File: config.mk
export PLATFORM = sky130hd
export DESIGN_NAME = clock_set_ctrl
export DESIGN_NICKNAME = d
export VERILOG_FILES = /design/src/rtl/clock_ctrl_pkg.sv /design/src/rtl/btn_debounce.sv /design/src/rtl/clock_set_ctrl.sv
export SDC_FILE = /design/constraint.sdc
export NUM_CORES = 1
export LEC_CHECK = 0
export ABC_AREA = 1
export CAP_MARGIN = 20
export CORE_ASPECT_RATIO = 0.75
export CORE_MARGIN = 2
export CORE_UTILIZATION = 54
export DETAILED_ROUTE_END_ITERATION = 10
export GPL_ROUTABILITY_DRIVEN = 0
export PLACE_DENSITY = 0.71
export SYNTH_ARGS = -nofsm -noshare
export SYNTH_HDL_FRONTEND = slang
export SYNTH_HIERARCHICAL = 1
export SYNTH_SLANG_ARGS = --single-unit
File: constraint.sdc
create_clock -name clk -period 4.6 [get_ports clk]
set_clock_uncertainty 0.15 [all_clocks]
set_input_delay 0.46 -clock clk [delete_from_list [all_inputs] [get_ports clk]]
set_output_delay 0.46 -clock clk [all_outputs]
set_load 0.005 [all_outputs]
File: src/rtl/clock_ctrl_pkg.sv
// Shared types and constants for the clock mode/command sequencer.
// No logic of its own; no latency.
// Backpressure is not applicable (types and helpers only).
package clock_ctrl_pkg;

    typedef enum logic [1:0] {
        FLD_SEC  = 2'd0,
        FLD_MIN  = 2'd1,
        FLD_HOUR = 2'd2
    } field_e;

    typedef enum logic [1:0] {
        OP_INC = 2'd0,
        OP_DEC = 2'd1,
        OP_CLR = 2'd2
    } op_e;

    typedef enum logic [1:0] {
        ST_RUN     = 2'd0,
        ST_SET_HR  = 2'd1,
        ST_SET_MIN = 2'd2
    } state_e;

    localparam int NUM_DIGITS   = 6;
    localparam int DIG_SEC_ONES = 0;
    localparam int DIG_SEC_TENS = 1;
    localparam int DIG_MIN_ONES = 2;
    localparam int DIG_MIN_TENS = 3;
    localparam int DIG_HR_ONES  = 4;
    localparam int DIG_HR_TENS  = 5;

    // Digits blanked during the off phase of the blink for a given mode.
    function automatic logic [NUM_DIGITS-1:0] set_blank_mask(input state_e st);
        logic [NUM_DIGITS-1:0] mask;
        mask = '0;
        case (st)
            ST_SET_HR: begin
                mask[DIG_HR_TENS] = 1'b1;
                mask[DIG_HR_ONES] = 1'b1;
            end
            ST_SET_MIN: begin
                mask[DIG_MIN_TENS] = 1'b1;
                mask[DIG_MIN_ONES] = 1'b1;
            end
            default: mask = '0;
        endcase
        return mask;
    endfunction

endpackage

File: src/rtl/btn_debounce.sv
// Button conditioner: 2-flop synchronizer, stable-count filter, rise/fall strobes.
// Latency: 2 sync cycles + DEBOUNCE_CYCLES from a stable raw level to level/strobe.
// No backpressure; strobes are single-cycle and coincide with the first new level cycle.
module btn_debounce #(
    parameter int DEBOUNCE_CYCLES = 1_000_000
) (
    input  logic clk,
    input  logic reset,
    input  logic raw,
    output logic level,
    output logic rise,
    output logic fall
);

    localparam int CW = $clog2(DEBOUNCE_CYCLES + 1);

    logic          sync1_q, sync1_d;
    logic          sync2_q, sync2_d;
    logic          armed_q, armed_d;
    logic          level_q, level_d;
    logic          rise_q, rise_d;
    logic          fall_q, fall_d;
    logic [CW-1:0] cnt_q, cnt_d;

    // Synchronizer stages; they reset high so a button still held through
    // reset is not mistaken for a fresh press once reset drops.
    always_comb begin
        sync1_d = raw;
        sync2_d = sync1_q;
    end

    // Stable-level filter, only armed after the button has been seen released.
    always_comb begin
        cnt_d   = cnt_q;
        level_d = level_q;
        armed_d = armed_q;
        rise_d  = 1'b0;
        fall_d  = 1'b0;
        if (!armed_q) begin
            cnt_d   = '0;
            armed_d = !sync2_q;
        end else if (sync2_q == level_q) begin
            cnt_d = '0;
        end else if (cnt_q == CW'(DEBOUNCE_CYCLES - 1)) begin
            cnt_d   = '0;
            level_d = sync2_q;
            rise_d  = sync2_q;
            fall_d  = !sync2_q;
        end else begin
            cnt_d = cnt_q + 1'b1;
        end
    end

    // State registers.
    always_ff @(posedge clk or posedge reset) begin
        if (reset) begin
            sync1_q <= 1'b1;
            sync2_q <= 1'b1;
            armed_q <= 1'b0;
            level_q <= 1'b0;
            rise_q  <= 1'b0;
            fall_q  <= 1'b0;
            cnt_q   <= '0;
        end else begin
            sync1_q <= sync1_d;
            sync2_q <= sync2_d;
            armed_q <= armed_d;
            level_q <= level_d;
            rise_q  <= rise_d;
            fall_q  <= fall_d;
            cnt_q   <= cnt_d;
        end
    end

    assign level = level_q;
    assign rise  = rise_q;
    assign fall  = fall_q;

endmodule

File: src/rtl/clock_set_ctrl.sv
// Mode FSM + single-writer command stream (tick and user adjustments) + digit blink mask.
// Latency: command valid one clk after the registered button strobe or sampled tick.
// Backpressure: cmd held while !cmd_ready; user events dropped, one tick kept pending. Option: CLOCK_SET_AUTO_REPEAT_EN.
module clock_set_ctrl
    import clock_ctrl_pkg::*;
#(
    parameter int DEBOUNCE_CYCLES   = 1_000_000,
    parameter int LONG_PRESS_CYCLES = 25_000_000,
    parameter int REPEAT_CYCLES     = 10_000_000,
    parameter int BLINK_CYCLES      = 12_500_000
) (
    input  logic       clk,
    input  logic       reset,
    input  logic       btn_mode,
    input  logic       btn_up,
    input  logic       btn_down,
    input  logic       tick_1hz,
    output logic       cmd_valid,
    input  logic       cmd_ready,
    output logic [1:0] cmd_field,
    output logic [1:0] cmd_op,
    output logic       run_en,
    output logic [5:0] blink_mask
);

    localparam int HOLD_MAX = (LONG_PRESS_CYCLES > REPEAT_CYCLES) ? LONG_PRESS_CYCLES : REPEAT_CYCLES;
    localparam int HOLD_W   = $clog2(HOLD_MAX + 1);
    localparam int BL_W     = $clog2(BLINK_CYCLES + 1);

    logic mode_lvl, mode_rise, mode_fall;
    logic up_lvl, up_rise, up_fall;
    logic dn_lvl, dn_rise, dn_fall;
    logic unused_strobes;

    btn_debounce #(.DEBOUNCE_CYCLES(DEBOUNCE_CYCLES)) u_db_mode (
        .clk(clk), .reset(reset), .raw(btn_mode), .level(mode_lvl), .rise(mode_rise), .fall(mode_fall)
    );
    btn_debounce #(.DEBOUNCE_CYCLES(DEBOUNCE_CYCLES)) u_db_up (
        .clk(clk), .reset(reset), .raw(btn_up), .level(up_lvl), .rise(up_rise), .fall(up_fall)
    );
    btn_debounce #(.DEBOUNCE_CYCLES(DEBOUNCE_CYCLES)) u_db_down (
        .clk(clk), .reset(reset), .raw(btn_down), .level(dn_lvl), .rise(dn_rise), .fall(dn_fall)
    );

    assign unused_strobes = mode_rise ^ up_fall ^ dn_fall;

    state_e              state_q, state_d;
    logic [HOLD_W-1:0]   mode_hold_q, mode_hold_d;
    logic                mode_long;
    logic                cmd_valid_q, cmd_valid_d;
    field_e              cmd_field_q, cmd_field_d;
    op_e                 cmd_op_q, cmd_op_d;
    logic                tick_pend_q, tick_pend_d;
    logic [BL_W-1:0]     blink_cnt_q, blink_cnt_d;
    logic                blink_phase_q, blink_phase_d;
    logic                user_vld;
    field_e              user_fld;
    op_e                 user_op;
    logic                tick_evt;
    logic                reg_free;
    logic                adj_issued;
    logic                rpt_fire;

    // Mode-button hold timer, saturating so very long holds never wrap back to "short".
    always_comb begin
        mode_hold_d = '0;
        if (mode_lvl) begin
            mode_hold_d = (mode_hold_q == HOLD_W'(LONG_PRESS_CYCLES)) ? mode_hold_q : mode_hold_q + 1'b1;
        end
    end

    assign mode_long = (mode_hold_q >= HOLD_W'(LONG_PRESS_CYCLES));

`ifdef CLOCK_SET_AUTO_REPEAT_EN
    logic [HOLD_W-1:0] rpt_hold_q, rpt_hold_d;

    assign rpt_fire = (state_q != ST_RUN) && (up_lvl ^ dn_lvl) &&
                      (rpt_hold_q == HOLD_W'(LONG_PRESS_CYCLES));

    // Auto-repeat timer: first repeat at the long-press threshold, then every repeat period.
    always_comb begin
        rpt_hold_d = '0;
        if ((state_q != ST_RUN) && (up_lvl ^ dn_lvl)) begin
            rpt_hold_d = rpt_fire ? HOLD_W'(LONG_PRESS_CYCLES - REPEAT_CYCLES) : rpt_hold_q + 1'b1;
        end
    end

    // Auto-repeat timer register.
    always_ff @(posedge clk or posedge reset) begin
        if (reset) rpt_hold_q <= '0;
        else       rpt_hold_q <= rpt_hold_d;
    end
`else
    assign rpt_fire = 1'b0;
`endif

    // Mode FSM next state and the user command it requests this cycle.
    always_comb begin
        state_d  = state_q;
        user_vld = 1'b0;
        user_fld = FLD_SEC;
        user_op  = OP_INC;
        if (mode_fall) begin
            if (mode_long) begin
                state_d = ST_RUN;
            end else begin
                case (state_q)
                    ST_RUN:    state_d = ST_SET_HR;
                    ST_SET_HR: state_d = ST_SET_MIN;
                    ST_SET_MIN: begin
                        state_d  = ST_RUN;
                        user_vld = 1'b1;
                        user_op  = OP_CLR;
                    end
                    default:   state_d = ST_RUN;
                endcase
            end
        end else if (state_q != ST_RUN) begin
            user_fld = (state_q == ST_SET_HR) ? FLD_HOUR : FLD_MIN;
            if (up_rise && !dn_lvl) begin
                user_vld = 1'b1;
                user_op  = OP_INC;
            end else if (dn_rise && !up_lvl) begin
                user_vld = 1'b1;
                user_op  = OP_DEC;
            end else if (rpt_fire) begin
                user_vld = 1'b1;
                user_op  = up_lvl ? OP_INC : OP_DEC;
            end
        end
    end

    assign tick_evt = tick_1hz && (state_q == ST_RUN);
    assign reg_free = !cmd_valid_q || cmd_ready;

    // Command register: a pending tick goes first, then user events, then a fresh tick.
    always_comb begin
        cmd_valid_d = cmd_valid_q;
        cmd_field_d = cmd_field_q;
        cmd_op_d    = cmd_op_q;
        tick_pend_d = tick_pend_q;
        adj_issued  = 1'b0;
        if (reg_free) begin
            if (tick_pend_q) begin
                cmd_valid_d = 1'b1;
                cmd_field_d = FLD_SEC;
                cmd_op_d    = OP_INC;
                tick_pend_d = tick_evt;
            end else if (user_vld) begin
                cmd_valid_d = 1'b1;
                cmd_field_d = user_fld;
                cmd_op_d    = user_op;
                adj_issued  = (user_op != OP_CLR);
            end else if (tick_evt) begin
                cmd_valid_d = 1'b1;
                cmd_field_d = FLD_SEC;
                cmd_op_d    = OP_INC;
            end else begin
                cmd_valid_d = 1'b0;
            end
        end else if (tick_evt) begin
            tick_pend_d = 1'b1;
        end
    end

    // Blink timer: restarts visible on mode change or an issued adjustment.
    always_comb begin
        blink_cnt_d   = '0;
        blink_phase_d = 1'b0;
        if ((state_d != state_q) || adj_issued || (state_q == ST_RUN)) begin
            blink_cnt_d   = '0;
            blink_phase_d = 1'b0;
        end else if (blink_cnt_q == BL_W'(BLINK_CYCLES - 1)) begin
            blink_cnt_d   = '0;
            blink_phase_d = !blink_phase_q;
        end else begin
            blink_cnt_d   = blink_cnt_q + 1'b1;
            blink_phase_d = blink_phase_q;
        end
    end

    // State registers.
    always_ff @(posedge clk or posedge reset) begin
        if (reset) begin
            state_q       <= ST_RUN;
            mode_hold_q   <= '0;
            cmd_valid_q   <= 1'b0;
            cmd_field_q   <= FLD_SEC;
            cmd_op_q      <= OP_INC;
            tick_pend_q   <= 1'b0;
            blink_cnt_q   <= '0;
            blink_phase_q <= 1'b0;
        end else begin
            state_q       <= state_d;
            mode_hold_q   <= mode_hold_d;
            cmd_valid_q   <= cmd_valid_d;
            cmd_field_q   <= cmd_field_d;
            cmd_op_q      <= cmd_op_d;
            tick_pend_q   <= tick_pend_d;
            blink_cnt_q   <= blink_cnt_d;
            blink_phase_q <= blink_phase_d;
        end
    end

    assign cmd_valid  = cmd_valid_q;
    assign cmd_field  = cmd_field_q;
    assign cmd_op     = cmd_op_q;
    assign run_en     = (state_q == ST_RUN);
    assign blink_mask = blink_phase_q ? set_blank_mask(state_q) : '0;

endmodule

==> impl_results.md, run 1 <==
* Final Net Count at 1039
* Initial antenna violation count at 0
* Max Cap Violations at 0
* DRC Markers at 0
* Pwr dens at 312 nW/um2
* Layout area overhead at 11.6%
* Setup Buffers After CTS at 0
* Clock buffer depth at 2
* Fraction of layout cells with a size suffix above 1 at 12.4%
* # resized after CTS at 0
* DR iter-0 viols at 580
* Final Cell Area at 8530 um2
* Placed cells at 1181
* Clock Latency Late Sink at 0.42 ns
* Detail Route Antenna Nets at 0
* 1st-pass router iterations at 5
* Largest net degree at the start of global routing at 59
* Comb power frac at 3.2%
* Post-Syn Area per Cell at 7.65 um2
* RSZ-0062 raised after global routing: no
* N_diodes at 0
* Hold_buf cts at 0
* Critical path class: reg -> out
* Final Critical Period at 2.41 ns
* Crit path required time at 3.99 ns
* Setup TNS at 0 ns
* Critical path endpoint category: output port
* Final Worst Setup Slack at 2.19 ns
* Clock share of power at 51.8%
* DPL Wire Length at 11600 um
* Vias at 6430
* Global-route usage over all layers at 23.5%
* Max_slew headroom at 36.7%
* Cell-internal power at 0.00209 W
* I/O Buffers at 16
* Core ar. at 13700 um2
* Setup WS pre-CTS at 2.11 ns
* Switching power total at 0.000566 W
* CTS tree: done
* Clock sinks at 133
* Slew Viols, Final at 0
* Reg power frac at 45.0%
* Die W at 141 um
* Die Ht at 107 um
* Hold Vio Cnt, Final at 0
* Highest metal layer with signal wires: met4
* Depth of the CTS H-tree at 4
* First-pass GRT wire length at 28400 um
* Post-Syn Instances at 999
* Initial core utilization at 55.6%
* CP Max Fanout at 4
* Switching share of power at 21.3%
* Status: complete, no violations
* Row cnt at 37
* Critical-path cell list: inv_1 > nor2_1 > inv_1 > nor2_1 > clkdlybuf4s50_1
* Dpl cell area at 7920 um2
* Full die area at 15100 um2
* Post-Route WL at 16200 um
* Crit-path slowest cell: clkdlybuf4s50_1
* Gr ovfl total at 0
* Maximum vdd ir drop at 0.280 mV
* Critical path launch point type: flop
* Wire per inst at 13.3 um
* Period utilisation layout at 52.4%
* CP max stage delay at 0.54 ns
* Vias in the first global route at 5955
* Final Non-Filler Cells at 1214
* Post-Synthesis Cell Area at 7640 um2
* Max Clk Rate at 415 MHz
* Tightest Pin Transition at 0.948 ns
* Root Driver: clkbuf_16
* Total I/O pin count at 19
* Total Power at 0.00266 W
* Class of the worst hold path: reg -> reg
* Arrival time at the worst endpoint at 1.80 ns
* WL met1 at 8280 um
* Routed vias/inst at 5.30
* Wire length on met3 at 957 um
* Pleak at 3.69 nW
* Setup violators final at 0
* Yosys warning total at 6
* Clk pin slew, worst setup/hold paths at 0.05 ns
* CTS Buf Count at 17
* Met2 wire len at 6720 um
-- power groups by stage --
stage,Combinational [W],Sequential [W],Clock [W]
2_1_floorplan,0.0000664,0.00121,0
4_1_cts,0.0000864,0.00120,0.00139
3_5_place_dp,0.0000860,0.00122,0
3_3_place_gp,0.0000852,0.00122,0
5_1_grt,0.000101,0.00120,0.00145
6_report,0.0000858,0.00120,0.00138
-- final timing paths --
check / from / depth (start not counted) / slack [ns] / end
max reg2reg: u_db_up/level / 8 / 2.45 / blink_cnt_q[17]
max in group asynchronous: reset / 2 / 3.15 / u_db_mode/cnt_q[6]
min reg2reg: u_db_down/sync1_q / 0 / 0.20 / u_db_down/sync2_q
max: state_q[0] / 5 / 2.19 / blink_mask[5]
min in group asynchronous: reset / 2 / 0.40 / u_db_down/cnt_q[9]
min: u_db_down/sync1_q / 0 / 0.20 / u_db_down/sync2_q
-- layer usage --
layer	vias up	global-route usage [%]
met5	-	0
met4	0	7.21
li1	3265	-
met1	2957	36.3
met2	184	32.8
met3	24	5.27
-- flip-flops by register name, indices dropped and copies added (netlist names), 2 cells and up --
signal	cells
mode_hold_q	25
state_q	2
u_db_down/cnt_q	20
u_db_mode/cnt_q	20
blink_cnt_q	24
u_db_up/cnt_q	20
cmd_field	2
cmd_op	2
-- per-stage QoR --
step	hold WS, ns	util [%]
5_1_grt	0.208	62.0
3_5_place_dp	0.197	57.6
3_3_place_gp	0.196	57.6
2_1_floorplan	0.195	-
4_1_cts	0.205	61.9
6_report	0.205	62.0
-- placed cells by master, fill, tap and decap left out, drive strengths merged --
master and instances:
a21boi 1, a21oi 26, a31oi 7, and2 3, and3 2, buf 2, bufinv 3, clkbuf 24
clkdlybuf4s50 16, clkinv 5, clkinvlp 2, conb 2, dfrtp 127, dfstp 6, ha 6, inv 129
nand2 210, nand3 86, nand3b 5, nand4 37, nor2 228, nor3 39, nor3b 4, nor4 5
o21a 2, o21ai 28, or2 3, xnor2 13, xor2 18
-- critical path, delay by kind of cell, from the launching register on --
family,cells,cell delay [ns]
buffers and inverters,3,0.69
DFF,1,0.40
and+or+nand+nor,2,0.29
-- layout make-up --
cell class	instances	area [um2]
clock inverters	8	124
multi-input cells	725	3700
flip-flops and latches	133	3340
clock buffers	24	472
fillers	1195	5220
inverters	131	492
well taps	175	219
repair buffers	18	183
(Power assumes the default switching activity.)
==> inputs of run 2 (changes only) <==
--- a/config.mk
+++ b/config.mk
@@ -12,7 +12,7 @@
 export CORE_UTILIZATION = 54
 export DETAILED_ROUTE_END_ITERATION = 10
 export GPL_ROUTABILITY_DRIVEN = 0
-export PLACE_DENSITY = 0.71
+export PLACE_DENSITY = 0.74
 export SYNTH_ARGS = -nofsm -noshare
 export SYNTH_HDL_FRONTEND = slang
 export SYNTH_HIERARCHICAL = 1
==> constraint.sdc (replaced) <==
create_clock -name clk -period 2.1 [get_ports clk]
set_clock_uncertainty 0.15 [all_clocks]
set_input_delay 0.21 -clock clk [delete_from_list [all_inputs] [get_ports clk]]
set_output_delay 0.21 -clock clk [all_outputs]
set_load 0.005 [all_outputs]
==> impl_results.md, run 2 (same netlist as run 1, synthesis figures left out) <==
* Status: complete, no violations
* Depth of the CTS H-tree at 4
* Final Non-Filler Cells at 1225
* Max Clk Rate at 479 MHz
* Critical path class: reg -> out
* Initial core utilization at 55.6%
* Setup slack, reg-to-reg at 0.21 ns
* Class of the worst hold path: in -> reg
* CTS Buf Count at 17
* RSZ-0062 raised after global routing: yes
* Critical path's most frequent cell: nor2_2
* Hold Vio Cnt, Final at 0
* Hold Path Depth at 1
* Final Critical Period at 2.09 ns
* Wire per inst at 13.6 um
* 1st-pass router iterations at 5
* Clock buffer depth at 2
* Clock Latency Late Sink at 0.42 ns
* Core ar. at 13700 um2
* Full die area at 15100 um2
* Worst Hold Slack at 0.0414 ns
* Biggest regs: mode_hold_q x25, blink_cnt_q x24
* Setup WS pre-CTS at 0.138 ns
* CTS tree: done
* Vias in the first global route at 6119
* Placed cells at 1192
* Final Worst Setup Slack at 0.0134 ns
* R2R cell count at 7
* Pleak at 3.73 nW
* Seq. cell area at 3340 um2
* Hold wc startpoint: btn_mode
* Final core area utilization at 62.5%
* Buf+Inv Stages, Crit Path at 2
* Post-Route WL at 16700 um
* CP Max Fanout at 6
* Commonest non-fill, non-tap cell in the layout: nand2_1
* Fillers at 1210
* Row cnt at 37
* Routed vias/inst at 5.34
* Met3 Resource Use GR at 6.65%
* Top Usage Layer GRT: met1
* Vias at 6537
* Gr ovfl total at 0
* N_diodes at 0
* Maximum vdd ir drop at 0.649 mV
* Fraction of layout cells with a size suffix above 1 at 13.7%
* M1 GR Usage at 36.1%
* Most frequent cells in the layout: nand2_1 (196), nor2_1 (187), dfrtp_1 (126)
* I/O Buffers at 16
* DPL Wire Length at 12200 um
* Largest net degree at the start of global routing at 37
* DRC Markers at 0
* First-pass GRT wire length at 29100 um
* Grt met2 use at 34.2%
* Final Net Count at 1050
* Crit path required time at 1.74 ns
* Arrival time at the worst endpoint at 1.73 ns
* Area of the multi-input gates at 3710 um2
* Layout area overhead at 12.5%
* Delay-heaviest family, CP: buffers and inverters
* DR iter-0 viols at 521
* Most flops, register: mode_hold_q
* Worst path depth at 4
* Total I/O pin count at 19
* Max Cap Violations at 0
* Initial antenna violation count at 0
* Die Ht at 107 um
* R2r startpoint: blink_cnt_q[0]
* Max reg flops at 25
* Hold_buf cts at 0
* Detail Route Antenna Nets at 0
* Clock sinks at 133
* Critical path endpoint category: output port
* Crit-path slowest cell: clkdlybuf4s50_1
* CP max stage delay at 0.52 ns
* Die W at 141 um
* Total Power at 0.00574 W
* Slew Viols, Final at 0
* Setup violators final at 0
* Critical path launch point type: flop
* Global-route usage over all layers at 24.2%
* Pwr dens at 667 nW/um2
* Critical-path cell list: nor2_2 > inv_1 > nor2_2 > clkdlybuf4s50_1
* Clk pin slew, worst setup/hold paths at 0.06 ns
* Hold endpoint: u_db_mode/sync1_q
* Crit Reg-Reg Endpoint: blink_cnt_q[22]
* Root Driver: clkbuf_16
* Period utilisation layout at 99.4%
run 2: changes by cell type in the layout (fill, tap and decap cells not counted), moves of 2 or more:
cell | before | now
buf_4 | 1 | 13
clkbuf_8 | 2 | 0
clkinv_2 | 2 | 5
nor2_1 | 189 | 187
nor2_2 | 26 | 28
run 2: layout make-up:
cell class,instances,share of cell area [%]
inverters,131,5.72
clock buffers,22,5.17
clock inverters,10,1.53
multi-input cells,725,43.2
repair buffers,29,3.00
flip-flops and latches,133,38.8
well taps,175,2.55
run 2: how the worst max path moves through the flow:
stage / startpoint / to / slack [ns]
final: state_q[1] / blink_mask[5] / 0.01
after global routing: state_q[1] / blink_mask[5] / -0.07
after detailed placement: cmd_ready / blink_cnt_q[20] / 0.14
after global placement: cmd_ready / blink_cnt_q[20] / 0.17
after CTS: state_q[1] / blink_mask[5] / 0.002
after floorplan: reset / blink_cnt_q[0] / 0.31
run 2: metal layers:
layer | vias to the layer above | wire (um)
li1 | 3277 | -
met1 | 3046 | 8320
met2 | 199 | 7100
met3 | 15 | 1080
met4 | 0 | 200
met5 | - | 0
run 2: repair_timing:
action	in CTS	in global routing
buffers inserted	1	0
resized for setup	3	1
endpoints found under the setup margin	2	5
run 2: through the flow:
stage / cell area, um2 / setup TNS, ns
floorplan: 7640 / 0
global placement: 8000 / 0
detailed placement: 8000 / 0
CTS: 8590 / 0
global route: 8590 / -0.295
finish: 8590 / 0
run 2: power by group:
group | internal (W) | switching (W)
registers | 0.00260 | 0.0000220
clock network | 0.00185 | 0.00107
logic | 0.0000584 | 0.000135
total | 0.00451 | 0.00123
run 2: worst reg2reg max path, cell delays in order, from the launching register on:
cell and delay (ns):
dfrtp_1 0.36, ha_1 0.27, nand2_1 0.13, nor3_2 0.23
inv_1 0.11, nor4_2 0.28, or2_2 0.19, a21oi_1 0.06
==> inputs of run 3 (changes only) <==
--- a/config.mk
+++ b/config.mk
@@ -6,7 +6,7 @@
 export NUM_CORES = 1
 export LEC_CHECK = 0
 export ABC_AREA = 1
-export CAP_MARGIN = 20
+export CAP_MARGIN = 10
 export CORE_ASPECT_RATIO = 0.75
 export CORE_MARGIN = 2
 export CORE_UTILIZATION = 54
==> results of run 3 <==
No change in the layout: final DEF, timing and power equal those of run 2.
